## src/rtl/pixel_sensor_controller_if.sv

```systemverilog
// Control/data bundle between the frame sequencer and the pixel array model.
// PIXEL_SENSOR_CONTROLLER_EXPOSE_CFG_EN adds the expose_len input.
interface pixel_sensor_controller_if #(
    parameter int DATA_W = 8
);
    logic              start;
`ifdef PIXEL_SENSOR_CONTROLLER_EXPOSE_CFG_EN
    logic [15:0]       expose_len;
`endif
    logic              busy;
    logic              anaReset;
    logic              expose;
    logic              convert;
    logic              read1;
    logic              read2;
    logic [DATA_W-1:0] data;
    logic [DATA_W-1:0] pix_col1;
    logic [DATA_W-1:0] pix_col2;
    logic [DATA_W-1:0] pix_out1;
    logic [DATA_W-1:0] pix_out2;
    logic              pix_row;
    logic              pix_valid;
    logic              frame_done;

`ifdef PIXEL_SENSOR_CONTROLLER_EXPOSE_CFG_EN
    modport master (
        output start, expose_len, pix_col1, pix_col2,
        input  busy, anaReset, expose, convert, read1, read2,
        input  data, pix_out1, pix_out2, pix_row, pix_valid,
        input  frame_done
    );
    modport slave (
        input  start, expose_len, pix_col1, pix_col2,
        output busy, anaReset, expose, convert, read1, read2,
        output data, pix_out1, pix_out2, pix_row, pix_valid,
        output frame_done
    );
`else
    modport master (
        output start, pix_col1, pix_col2,
        input  busy, anaReset, expose, convert, read1, read2,
        input  data, pix_out1, pix_out2, pix_row, pix_valid,
        input  frame_done
    );
    modport slave (
        input  start, pix_col1, pix_col2,
        output busy, anaReset, expose, convert, read1, read2,
        output data, pix_out1, pix_out2, pix_row, pix_valid,
        output frame_done
    );
`endif
endinterface

```

## src/rtl/pixel_sensor_controller.sv

```systemverilog
// One-frame erase/expose/convert/readout sequencer for the 2x2 pixel array.
// PIXEL_SENSOR_CONTROLLER_EXPOSE_CFG_EN: runtime exposure length via expose_len.
module pixel_sensor_controller #(
    parameter int ERASE_CYCLES  = 5,
    parameter int EXPOSE_CYCLES = 255,
    parameter int DATA_W        = 8,
    parameter int READ_CYCLES   = 2
) (
    input logic                  clk,
    input logic                  reset,
    pixel_sensor_controller_if.slave bus
);
    typedef enum logic [2:0] {
        S_IDLE,
        S_ERASE,
        S_EXPOSE,
        S_CONVERT,
        S_READ1,
        S_READ2,
        S_DONE
    } state_e;

    // Counter reloads hold (duration - 1); the state exits when it reads 0.
    localparam logic [31:0] ERASE_LD = 32'(ERASE_CYCLES - 1);
    localparam logic [31:0] CONV_LD  = 32'((2 ** DATA_W) - 1);
    localparam logic [31:0] READ_LD  = 32'(READ_CYCLES - 1);

    state_e            state_q;
    logic [31:0]       cnt_q;
    logic [DATA_W-1:0] data_q;
    logic              busy_q;
    logic              erase_q;
    logic              expose_q;
    logic              convert_q;
    logic              read1_q;
    logic              read2_q;
    logic [DATA_W-1:0] out1_q;
    logic [DATA_W-1:0] out2_q;
    logic              row_q;
    logic              valid_q;
    logic              done_q;
    logic [31:0]       expose_ld_d;

`ifdef PIXEL_SENSOR_CONTROLLER_EXPOSE_CFG_EN
    logic [15:0] xlen_q;

    always_comb begin
        expose_ld_d = 32'd0;
        if (xlen_q != 16'd0)
            expose_ld_d = {16'd0, xlen_q} - 32'd1;
    end
`else
    always_comb expose_ld_d = 32'(EXPOSE_CYCLES - 1);
`endif

    always_ff @(posedge clk or posedge reset) begin
        if (reset) begin
            state_q   <= S_IDLE;
            cnt_q     <= '0;
            data_q    <= '0;
            busy_q    <= 1'b0;
            erase_q   <= 1'b0;
            expose_q  <= 1'b0;
            convert_q <= 1'b0;
            read1_q   <= 1'b0;
            read2_q   <= 1'b0;
            out1_q    <= '0;
            out2_q    <= '0;
            row_q     <= 1'b0;
            valid_q   <= 1'b0;
            done_q    <= 1'b0;
        end else begin
            valid_q <= 1'b0;
            unique case (state_q)
                S_IDLE: begin
                    if (bus.start) begin
                        state_q <= S_ERASE;
                        cnt_q   <= ERASE_LD;
                        busy_q  <= 1'b1;
                        erase_q <= 1'b1;
                    end
                end
                S_ERASE: begin
                    if (cnt_q == 32'd0) begin
                        state_q  <= S_EXPOSE;
                        cnt_q    <= expose_ld_d;
                        erase_q  <= 1'b0;
                        expose_q <= 1'b1;
                    end else begin
                        cnt_q <= cnt_q - 32'd1;
                    end
                end
                S_EXPOSE: begin
                    if (cnt_q == 32'd0) begin
                        state_q   <= S_CONVERT;
                        cnt_q     <= CONV_LD;
                        expose_q  <= 1'b0;
                        convert_q <= 1'b1;
                        data_q    <= '0;
                    end else begin
                        cnt_q <= cnt_q - 32'd1;
                    end
                end
                S_CONVERT: begin
                    if (cnt_q == 32'd0) begin
                        state_q   <= S_READ1;
                        cnt_q     <= READ_LD;
                        convert_q <= 1'b0;
                        read1_q   <= 1'b1;
                        data_q    <= '0;
                    end else begin
                        cnt_q  <= cnt_q - 32'd1;
                        data_q <= data_q + DATA_W'(1);
                    end
                end
                S_READ1: begin
                    if (cnt_q == 32'd0) begin
                        state_q <= S_READ2;
                        cnt_q   <= READ_LD;
                        read1_q <= 1'b0;
                        read2_q <= 1'b1;
                        out1_q  <= bus.pix_col1;
                        out2_q  <= bus.pix_col2;
                        row_q   <= 1'b0;
                        valid_q <= 1'b1;
                    end else begin
                        cnt_q <= cnt_q - 32'd1;
                    end
                end
                S_READ2: begin
                    if (cnt_q == 32'd0) begin
                        state_q <= S_DONE;
                        read2_q <= 1'b0;
                        out1_q  <= bus.pix_col1;
                        out2_q  <= bus.pix_col2;
                        row_q   <= 1'b1;
                        valid_q <= 1'b1;
                        done_q  <= 1'b1;
                    end else begin
                        cnt_q <= cnt_q - 32'd1;
                    end
                end
                S_DONE: begin
                    state_q <= S_IDLE;
                    busy_q  <= 1'b0;
                    done_q  <= 1'b0;
                end
                default: begin
                    state_q <= S_IDLE;
                end
            endcase
        end
    end

`ifdef PIXEL_SENSOR_CONTROLLER_EXPOSE_CFG_EN
    // Latched once per frame so mid-frame changes are ignored.
    always_ff @(posedge clk or posedge reset) begin
        if (reset)
            xlen_q <= '0;
        else if (state_q == S_IDLE && bus.start)
            xlen_q <= bus.expose_len;
    end
`endif

    assign bus.busy       = busy_q;
    assign bus.anaReset   = erase_q;
    assign bus.expose     = expose_q;
    assign bus.convert    = convert_q;
    assign bus.read1      = read1_q;
    assign bus.read2      = read2_q;
    assign bus.data       = data_q;
    assign bus.pix_out1   = out1_q;
    assign bus.pix_out2   = out2_q;
    assign bus.pix_row    = row_q;
    assign bus.pix_valid  = valid_q;
    assign bus.frame_done = done_q;
endmodule

```

## src/flat_wrapper.sv

```systemverilog
// flat-port wrapper written by rule: the top's interface ports become plain ports
module pixel_sensor_controller_flat 
#(
    parameter int ERASE_CYCLES  = 5,
    parameter int EXPOSE_CYCLES = 255,
    parameter int DATA_W        = 8,
    parameter int READ_CYCLES   = 2
)
  (clk, reset, bus_start, bus_pix_col1, bus_pix_col2, bus_busy, bus_anaReset, bus_expose, bus_convert, bus_read1, bus_read2, bus_data, bus_pix_out1, bus_pix_out2, bus_pix_row, bus_pix_valid, bus_frame_done);
  pixel_sensor_controller_if #(.DATA_W(DATA_W)) bus_i ();
  input logic clk;
  input logic reset;
  input wire logic [$bits(bus_i.start)-1:0] bus_start;
  input wire logic [$bits(bus_i.pix_col1)-1:0] bus_pix_col1;
  input wire logic [$bits(bus_i.pix_col2)-1:0] bus_pix_col2;
  output wire logic [$bits(bus_i.busy)-1:0] bus_busy;
  output wire logic [$bits(bus_i.anaReset)-1:0] bus_anaReset;
  output wire logic [$bits(bus_i.expose)-1:0] bus_expose;
  output wire logic [$bits(bus_i.convert)-1:0] bus_convert;
  output wire logic [$bits(bus_i.read1)-1:0] bus_read1;
  output wire logic [$bits(bus_i.read2)-1:0] bus_read2;
  output wire logic [$bits(bus_i.data)-1:0] bus_data;
  output wire logic [$bits(bus_i.pix_out1)-1:0] bus_pix_out1;
  output wire logic [$bits(bus_i.pix_out2)-1:0] bus_pix_out2;
  output wire logic [$bits(bus_i.pix_row)-1:0] bus_pix_row;
  output wire logic [$bits(bus_i.pix_valid)-1:0] bus_pix_valid;
  output wire logic [$bits(bus_i.frame_done)-1:0] bus_frame_done;
  assign bus_i.start = bus_start;
  assign bus_i.pix_col1 = bus_pix_col1;
  assign bus_i.pix_col2 = bus_pix_col2;
  assign bus_busy = bus_i.busy;
  assign bus_anaReset = bus_i.anaReset;
  assign bus_expose = bus_i.expose;
  assign bus_convert = bus_i.convert;
  assign bus_read1 = bus_i.read1;
  assign bus_read2 = bus_i.read2;
  assign bus_data = bus_i.data;
  assign bus_pix_out1 = bus_i.pix_out1;
  assign bus_pix_out2 = bus_i.pix_out2;
  assign bus_pix_row = bus_i.pix_row;
  assign bus_pix_valid = bus_i.pix_valid;
  assign bus_frame_done = bus_i.frame_done;
  pixel_sensor_controller #(.ERASE_CYCLES(ERASE_CYCLES), .EXPOSE_CYCLES(EXPOSE_CYCLES), .DATA_W(DATA_W), .READ_CYCLES(READ_CYCLES)) u_core (.clk(clk), .reset(reset), .bus(bus_i));
endmodule
```

## config.mk

```make
export PLATFORM = sky130hd
export DESIGN_NAME = pixel_sensor_controller_flat
export DESIGN_NICKNAME = d
export VERILOG_FILES = /design/src/rtl/pixel_sensor_controller_if.sv /design/src/rtl/pixel_sensor_controller.sv /design/src/flat_wrapper.sv
export SDC_FILE = /design/constraint.sdc
export NUM_CORES = 1
export LEC_CHECK = 0
export BUFFER_PORTS_ARGS = -buffer_cell sky130_fd_sc_hd__buf_2
export CAP_MARGIN = 30
export CORE_MARGIN = 2
export CORE_UTILIZATION = 50
export DETAILED_ROUTE_END_ITERATION = 6
export PLACE_DENSITY = 0.74
export SLEW_MARGIN = 20
export SYNTH_ARGS = -nofsm -noshare
export SYNTH_HDL_FRONTEND = slang
export SYNTH_SLANG_ARGS = --single-unit
```

## constraint.sdc

```tcl
create_clock -name clk -period 2.8 [get_ports clk]
set_input_delay 0.14 -clock clk [delete_from_list [all_inputs] [get_ports clk]]
set_output_delay 0.14 -clock clk [all_outputs]
set_load 0.005 [all_outputs]
```

# Word level (Yosys, flattened, before mapping)
# Cells that the tools add are included.
# word_totals
reg_bits,68
latch_bits,0
ram_bits,0
romBits,0
in_bits,19
out_inout_bits,33
wordCells,81
n_memories,0
# op_classes
add_sub_neg,2
multipliers,0
div_mod_pow,0
n_lt_le_gt_ge,0
n_eq_ne,13
shifts,0
muxes,29
bitwise_logic,0
reduce_logical,23
# op_table
cell,count
$mux W32,5
$pmux W32 S5,1
$logic_not A32 Y1,1
$sub A32 B1 Y32 const B,1
$mux W3,6
$pmux W3 S6,1
$reduce_and A3 Y1,6
$mux W8,2
$pmux W1 S2,8
$pmux W8 S2,1
$reduce_bool A2 Y1,7
$ne A2 B1 Y1 const B,5
$eq A3 B3 Y1 const B,3
$add A8 B1 Y8 const B,1
$reduce_and A2 Y1,4
$eq A3 B2 Y1 const B,2
$reduce_and A6 Y1,1
$mux W1,5
$reduce_bool A5 Y1,1
$ne A2 B2 Y1 const B,2
$reduce_or A2 Y1,2
$eq A3 B1 Y1 const B,1
$logic_not A3 Y1,1

# Longest topological paths before layout
# Gate-level depths: netlist of run 1.
# depth
ltp_word,4
depth_mapped,10
mapped_depth_nobuf,8

# Least setup slack after synthesis of run 1
# No wires, ideal clock.
# synth_path
kind,register -> register
startpoint,register u_core.cnt_q[0]
endpoint,register u_core.cnt_q[7]
setup_ns,0.126
t_arrival_ns,2.655
required_time_ns,2.674
slack_ns,0.019
path_stages_with_launch,11
n_path_buf,2
synth_period_minus_slack_ns,2.781
path_cell_list,dfrtp_1 -> clkbuf_1 -> inv_1 -> ha_1 -> or3b_2 -> clkbuf_1 -> or4_1 -> nor3_2 -> a21oi_1 -> a311oi_1 -> nor2_1
# synth_via
elab_chain_len,3
word_cells_on_any_way,9
classes_between,add/sub (1); eq/ne (1); mux (5); reduce/logical (2)
# synth_lines
item,line_no,rtl
from (decl),pixel_sensor_controller.sv:29,logic [31:0] cnt_q;
from (signal assigned),pixel_sensor_controller.sv:86,cnt_q <= expose_ld_d;
from (signal assigned),pixel_sensor_controller.sv:90,cnt_q <= cnt_q - 32'd1;
from (signal assigned),pixel_sensor_controller.sv:101,cnt_q <= cnt_q - 32'd1;
$sub A32 B1 Y32 or $logic_not A32 Y1 (tied branches),--,
"$mux W32, or another cell as far along",pixel_sensor_controller.sv:131,if (cnt_q == 32'd0) begin
$pmux W32 S5 or $reduce_and A3 Y1 (tied branches),--,
# Parallel ways exist; a longest one is shown, timed or not. The select of a mux whose other input is x is not followed.
# A chain may end at the register's enable or synchronous reset.

# Worst setup path in the final report of run 1
# layout_path
startpoint,register u_core.cnt_q[14]
endpoint,register u_core.cnt_q[1]
# layout_via
elab_chain_len,3
word_cells_on_any_way,7
classes_between,eq/ne (1); mux (4); reduce/logical (2)
# layout_lines
item,line_no
$logic_not A32 Y1 (*),--
"$mux W32, or another cell as far along","pixel_sensor_controller.sv:105, pixel_sensor_controller.sv:117"
$pmux W32 S5 or $reduce_and A3 Y1 (tied branches),--
# Mark *: on every way between the ends. The rest lies on a longest branch, timed or not.

==> impl_metrics.tcl, run 1 <==
set metrics [dict create \
    status "finished clean" \
    fp-row-count 30 \
    grt_max_degree 38 \
    min_from "bus_pix_col1[0]" \
    yosys_warnings 0 \
    fin_crit_ps 2674 \
    gp_congestion 0.8799 \
    io_pins 52 \
    critPathKind "reg -> reg" \
    clkLatencyLatePin_ps 350 \
    hp-class "in -> reg" \
    cts-htree-levels 3 \
    cellPowerDensity_nw_per_um2 783.0 \
    cp-startpoint "u_core.cnt_q[14]$_DFFE_PP0P_" \
    synthCells 401 \
    synth_area_leaders "dfrtp_1 48%, nand2_1 9.3%, nor2_1 4.8%" \
    antenna_found_initial 0 \
    portBuffers 51 \
    wl_per_cell_um 14.45 \
    initial_core_util_pct 52.05 \
    grt_pass1_wl_um 14010 \
    rrSetupSlack_ps 130 \
    max_freq_mhz 373.9 \
    period_share_pct 95.52 \
    num_antenna_cells 0 \
    syn_area_per_cell_sq_um 8.868 \
    grt_use_met1_pct 29.47 \
    placed_area_sq_um 3984 \
    ys_types 58 \
    cpMostUsedCell "or4_4" \
    wl_um 8323 \
    synthMuxAreaShare_pct 0.2815 \
    ys_top_cells_by_count "88 x nand2_1, 68 x dfrtp_1, 45 x nor2_1" \
    fin_skew_ps 8.953 \
    slew_viol_final 0 \
    synth_enable_flop_cells 0 \
    drive_gt1_share_pct 20.83 \
    yosysTopAreaCell "dfrtp_1" \
    cpPeakStageDelay_ps 610 \
    critPathRequiredTime_ps 3080 \
    r2r-start "u_core.cnt_q[14]$_DFFE_PP0P_" \
    drc 0 \
    cts_tree "yes" \
    grt_use_met3_pct 5.317 \
    vias 3146 \
    fin_total_pwr_uw 3439 \
    grt.overflow.total 0 \
    setup_viol 0 \
    grt_use_total_pct 22.90 \
    cts_sinks 68 \
    synthArstFlopShare_pct 100.0 \
    worst_ep_arrival_time_ps 2950 \
    core_sq_um 6832 \
    rr_worst_depth 6 \
    drt-initial-drc-count 172 \
    cts_root_buf "clkbuf_8" \
    via_per_inst 5.462 \
    fin_area_sq_um 4392 \
    cp_max_fo 9 \
    yosysTopAreaCellShare_pct 47.85 \
    cp-endpoint "u_core.cnt_q[1]$_DFFE_PP0P_" \
    yosysMostFrequentCell "nand2_1" \
    dp_hpwl_um 5710 \
    r2r_end "u_core.cnt_q[1]$_DFFE_PP0P_" \
    finalHoldViolCount 0 \
    synth_area_sq_um 3556 \
    cts_buffers 9 \
    synth-simple-area-share_pct 29.87 \
    ys_seq_area_share_pct 47.85 \
    crit_path_end_kind "register" \
    ir_drop_uv 609.6 \
    relSlewSlack_pct 53.98 \
    ant_nets 0 \
    ys_ff_latch 68 \
    synthAdderAreaFrac_pct 0.9852 \
    die_w_um 88.33 \
    p_leak_uw 0.001960 \
    cp_top_family "simple AND/OR/NAND/NOR gates" \
    clk_pin_slew_ps 70 \
    fin_util_pct 64.29 \
    fin_nets 497 \
    grt_pass1_vias 3051 \
    worst_pin_slew_ps 689.3 \
    critPathBufInv 0 \
    maxCapViolations 0 \
    worstSetupStartpointType "register" \
    worst_path_max_delay_cell "or4_4" \
    grt-busiest-layer "met2" \
    cp_cell_sequence "or4_4, or4_4, or3_4, nor3_4, nand2b_1, a32o_1" \
    fin_ws_ps 125.6 \
    drt_pass1_iterations 4 \
    path_depth 6 \
    fp.dieH_um 88.33 \
    synth_xor_area_share_pct 5.665 \
    synth_flop_cell "dfrtp_1" \
    clk_path_buf_depth 2 \
    fp.dieArea_sq_um 7802 \
    place_ws_ps 48.28 \
    area_growth_pct 23.50 \
    synth_nets 422 \
    synth_compound_area_share_pct 11.89 \
    grtUsageMet2_pct 38.07 \
    synth_top_family_by_area "simple AND/OR/NAND/NOR gates" \
]
sequential cells by signal, summed over array words and instances, names as in the netlist:
signal / cells
u_core.bus.pix_out2: 8
u_core.state_q: 3
u_core.bus.expose: 1
u_core.bus.read1: 1
u_core.bus.pix_out1: 8
u_core.bus.convert: 1
u_core.bus.read2: 1
u_core.bus.pix_valid: 1
u_core.bus.pix_row: 1
u_core.bus.frame_done: 1
u_core.bus.data: 8
u_core.bus.anaReset: 1
u_core.bus.busy: 1
u_core.cnt_q: 32
stage by stage:
| step | std cells | setup TNS [ps] | hold slack, ps |
|---|---|---|---|
| final | 576 | 0 | 23.22 |
| after global routing | 576 | -5.383 | 14.73 |
| after CTS | 576 | 0 | 16.62 |
| after detailed placement | 545 | 0 | 294.6 |
| after global placement | 545 | 0 | 284.4 |
| after floorplan | 401 | 0 | 252.5 |
power by group:
| part | switching, uW | internal (uW) | leakage (uW) |
|---|---|---|---|
| Sequential | 252 | 1200 | 0.000812 |
| Clock | 351 | 481 | 0.000103 |
| Combinational | 634 | 519 | 0.00105 |
layout by cell type, fill, tap and decap left out, types with 4 or more instances in the layout:
cell and count:
buf_4 15, dlygate4sd3_1 16, o21ai_0 22, dfrtp_1 68, or4_1 5, xnor2_1 12
nand2_1 87, a21oi_1 11, buf_2 51, nor4_1 11, clkbuf_8 12, o31ai_1 5
nor2_1 45, nor3_1 11, inv_1 5, xor2_1 11, nand2b_1 4, nand3_1 14
nand4_1 6
layer usage:
| layer | wire length (um) | vias up |
|---|---|---|
| li1 | - | 1549 |
| met1 | 3709 | 1517 |
| met2 | 4152 | 66 |
| met3 | 308 | 14 |
| met4 | 154 | 0 |
| met5 | 0 | - |
cell type report:
cell class | count | area, sq um
repair buffers | 84 | 568.0
multi-input cells | 307 | 1777
fillers | 609 | 2440
well taps | 96 | 120.1
inverters | 6 | 22.52
clock buffers | 14 | 172.7
flip-flops and latches | 68 | 1702
clock inverters | 1 | 30.03
cells by family after synthesis:
group / count (synthesis)
adder cells (fa/ha/maj): 3
AO/OA/AOI/OAI: 64
multiplexers: 1
AND/OR/NAND/NOR: 216
buffers and inverters: 26
flip-flops: 68
XOR/XNOR: 23
worst min path at each step:
stage                     cells after the start                                 end  slack [ps]
after floorplan                               2  u_core.bus.pix_out1[0]$_DFFE_PP0P_         250
after global placement                        2        u_core.bus.read2$_DFFE_PP0P_         280
after detailed placement                      2  u_core.bus.pix_out2[3]$_DFFE_PP0P_         290
after CTS                                     3  u_core.bus.pix_out1[0]$_DFFE_PP0P_          20
after global routing                          3  u_core.bus.pix_out1[0]$_DFFE_PP0P_          10
final                                         3  u_core.bus.pix_out1[0]$_DFFE_PP0P_          20
what timing repair did:
| action | 4_1_cts | 5_1_grt |
|---|---|---|
| buffers inserted | 0 | 0 |
| endpoints found under the hold margin | 46 | 0 |
| gates resized for setup | 0 | 9 |
| endpoints found under the setup margin | 0 | 4 |
| hold buffers | 16 | 0 |
worst reg2reg max path, stage by stage (launching register included):
cell,delay [ps]
dfrtp_1,420
or4_4,580
or4_4,610
or3_4,470
nor3_4,230
nand2b_1,140
a32o_1,160
No activity file was read; power rests on OpenSTA's default activity.
==> inputs of run 2 (changes only) <==
--- a/config.mk
+++ b/config.mk
@@ -5,6 +5,7 @@
 export SDC_FILE = /design/constraint.sdc
 export NUM_CORES = 1
 export LEC_CHECK = 0
+export ABC_AREA = 1
 export BUFFER_PORTS_ARGS = -buffer_cell sky130_fd_sc_hd__buf_2
 export CAP_MARGIN = 30
 export CORE_MARGIN = 2
==> run 2 against run 1 <==
Compared with the run above:
- highest routed layer unchanged
- critical path type unchanged
- sequential power decreased by 32%
- clock power shrank 0.5%
- area after synthesis up 6.1%
- clock skew up 8.7 ps
- maximum frequency increased by 16%
- via count rose by 13%
==> impl_metrics.tcl, run 2 <==
set metrics [dict create \
    finalHoldViolCount 0 \
    cp_top_family "simple AND/OR/NAND/NOR gates" \
    cts_root_buf "clkbuf_8" \
    cts_tree "yes" \
    cts_buffers 9 \
    critPathRequiredTime_ps 3040 \
    setup_viol 0 \
    ant_nets 0 \
    rrSetupSlack_ps 490 \
    layout_commonest_cell "nand2_1" \
    crit_path_end_kind "register" \
    synthCells 523 \
    yosysTopAreaCell "dfrtp_1" \
    clk_pin_slew_ps 70 \
    yosysTopAreaCellShare_pct 45.11 \
    synth_area_sq_um 3772 \
    status "finished clean" \
    synth_area_leaders "dfrtp_1 45%, nand2_1 18%, nor2_1 9.1%" \
    period_share_pct 82.56 \
    critPathBufInv 1 \
    synth_flop_cell "dfrtp_1" \
    syn_area_per_cell_sq_um 7.213 \
    drt-initial-drc-count 154 \
    cellPowerDensity_nw_per_um2 417.4 \
    grt_pass1_vias 3398 \
    fin_util_pct 61.22 \
    cpPeakStageDelay_ps 380 \
    ir_drop_uv 327.0 \
    area_growth_pct 18.34 \
    ys_seq_area_share_pct 45.11 \
    cts_sinks 68 \
    core_sq_um 7292 \
    hp-class "in -> reg" \
    p_leak_uw 0.002253 \
    worstSetupStartpointType "register" \
    relSlewSlack_pct 54.43 \
    cts-htree-levels 3 \
    clk_path_buf_depth 2 \
    grt_use_total_pct 23.46 \
    worst_ep_arrival_time_ps 2550 \
    cp_max_fo 21 \
    tns_ps 0 \
    wl_um 9019 \
    gp_congestion 0.9088 \
    maxCapViolations 0 \
    fin_crit_ps 2312 \
    grt.overflow.total 0 \
    fill_cells 691 \
    synth_nets 544 \
    worst_path_max_delay_cell "dfrtp_1" \
    fp.dieArea_sq_um 8256 \
    critPathKind "reg -> reg" \
    worst_pin_slew_ps 682.5 \
    die_w_um 90.86 \
    cts_resized 0 \
    initial_core_util_pct 51.73 \
    final_cell_mix "176 x nand2_1, 91 x nor2_1, 68 x dfrtp_1, 52 x inv_1, 51 x buf_2" \
    io_pins 52 \
    clkLatencyLatePin_ps 360 \
    rsz0062_at_grt "no" \
    ys_top_cells_by_count "176 x nand2_1, 91 x nor2_1, 68 x dfrtp_1" \
    vias 3540 \
    holdWs_ps 22.32 \
    ys_types 28 \
    portBuffers 51 \
    yosysMostFrequentCell "nand2_1" \
    cp_cell_sequence "inv_1, ha_1, nand2_2, nor2_4, nand2_4, nor2_8, nand2_4, nand2_2, nor2_1, nand2_1, o21ai_1" \
    max_freq_mhz 432.6 \
    yosys_warnings 0 \
    dp_hpwl_um 6114 \
    drt_pass1_iterations 4 \
    slew_viol_final 0 \
    drive_gt1_share_pct 15.97 \
    top_register "u_core.cnt_q" \
    grt_max_degree 34 \
    fin_skew_ps 17.63 \
    synth_enable_flop_cells 0 \
    fp.dieH_um 90.86 \
    ys_ff_latch 68 \
    antenna_found_initial 0 \
    grt_pass1_wl_um 15750 \
    fin_nets 617 \
    wl_per_cell_um 12.88 \
    via_per_inst 5.057 \
    largest_register_ffs 32 \
    drc 0 \
    num_antenna_cells 0 \
    synthArstFlopShare_pct 100.0 \
    fp-row-count 31 \
]
## run 2: changes by cell type after synthesis, moves of 7 or more
cell	change
nor4_1	-12
nor2_1	+46
xnor2_1	-11
nand3_1	+18
nor2_2	+8
nand2_1	+88
inv_1	+47
o21bai_1	+7
clkbuf_1	-13
## run 2: area by class of cell
type                       count  area, sq um  area share [%]
tap                           99        123.9           2.775
clock buffer                   9        123.9           2.775
sequential                    68         1702           38.12
inverter                      56        210.2           4.709
timing repair buffer          71        447.9           10.03
multi-input combinational    390         1782           39.91
clock inverter                 7        75.07           1.682
## run 2: where the power goes
| part | leakage, uW | internal [uW] | switching, uW |
|---|---|---|---|
| combinational | 0.00141 | 26.2 | 27.5 |
| clock | 0.0000918 | 414 | 415 |
| sequential | 0.000753 | 981 | 0 |
## run 2: cell families (layout without fill, tap and decap cells)
kind of cell               Yosys count  after routing  synth area share [%]
xor gates and xnor gates             7              7                 1.625
and+or+nand+nor                    336            336                 37.94
AOI/OAI and AO/OA                   45             45                 6.999
buffers and inverters               65            143                 7.662
adders and majority gates            2              2                0.6632
DFF                                 68             68                 45.11
## run 2: worst paths after layout
kind | start | endpoint | cells after the start
max in group asynchronous | reset | u_core.cnt_q[6]$_DFFE_PP0P_ | 4
setup / recovery | u_core.cnt_q[0]$_DFFE_PP0P_ | u_core.cnt_q[4]$_DFFE_PP0P_ | 11
hold reg to reg | u_core.bus.read2$_DFFE_PP0P_ | u_core.bus.read2$_DFFE_PP0P_ | 2
setup reg to reg | u_core.cnt_q[0]$_DFFE_PP0P_ | u_core.cnt_q[4]$_DFFE_PP0P_ | 11
hold / removal | bus_start | u_core.bus.busy$_DFFE_PP0P_ | 3
min in group asynchronous | reset | u_core.bus.pix_out1[0]$_DFFE_PP0P_ | 3
## run 2: worst min-delay path, cell delays in order
cell and delay [ps]:
buf_2 80, nand2_1 60, nand2_1 50
## run 2: timing repair
item / CTS / global route
hold buffers: 17 / 0
hold endpoints to repair: 47 / 0
setup buffers: 0 / 0
## run 2: through the flow
| step | cell area (sq um) | total power (uW) | instances | setup WS [ps] |
|---|---|---|---|---|
| after floorplan | 3772 | 1015 | 523 | 948.5 |
| after global placement | 4095 | 1036 | 667 | 594.3 |
| after detailed placement | 4095 | 1036 | 667 | 503.8 |
| after CTS | 4464 | 1880 | 700 | 492.4 |
| after global routing | 4464 | 1930 | 700 | 298.4 |
| final | 4464 | 1863 | 700 | 488.3 |
## run 2: per-layer routing
metal  GRT usage, %  wire (um)
met3          6.761        522
met4          6.313        102
met2          37.87       4200
met5              0          0
met1          31.06       4194
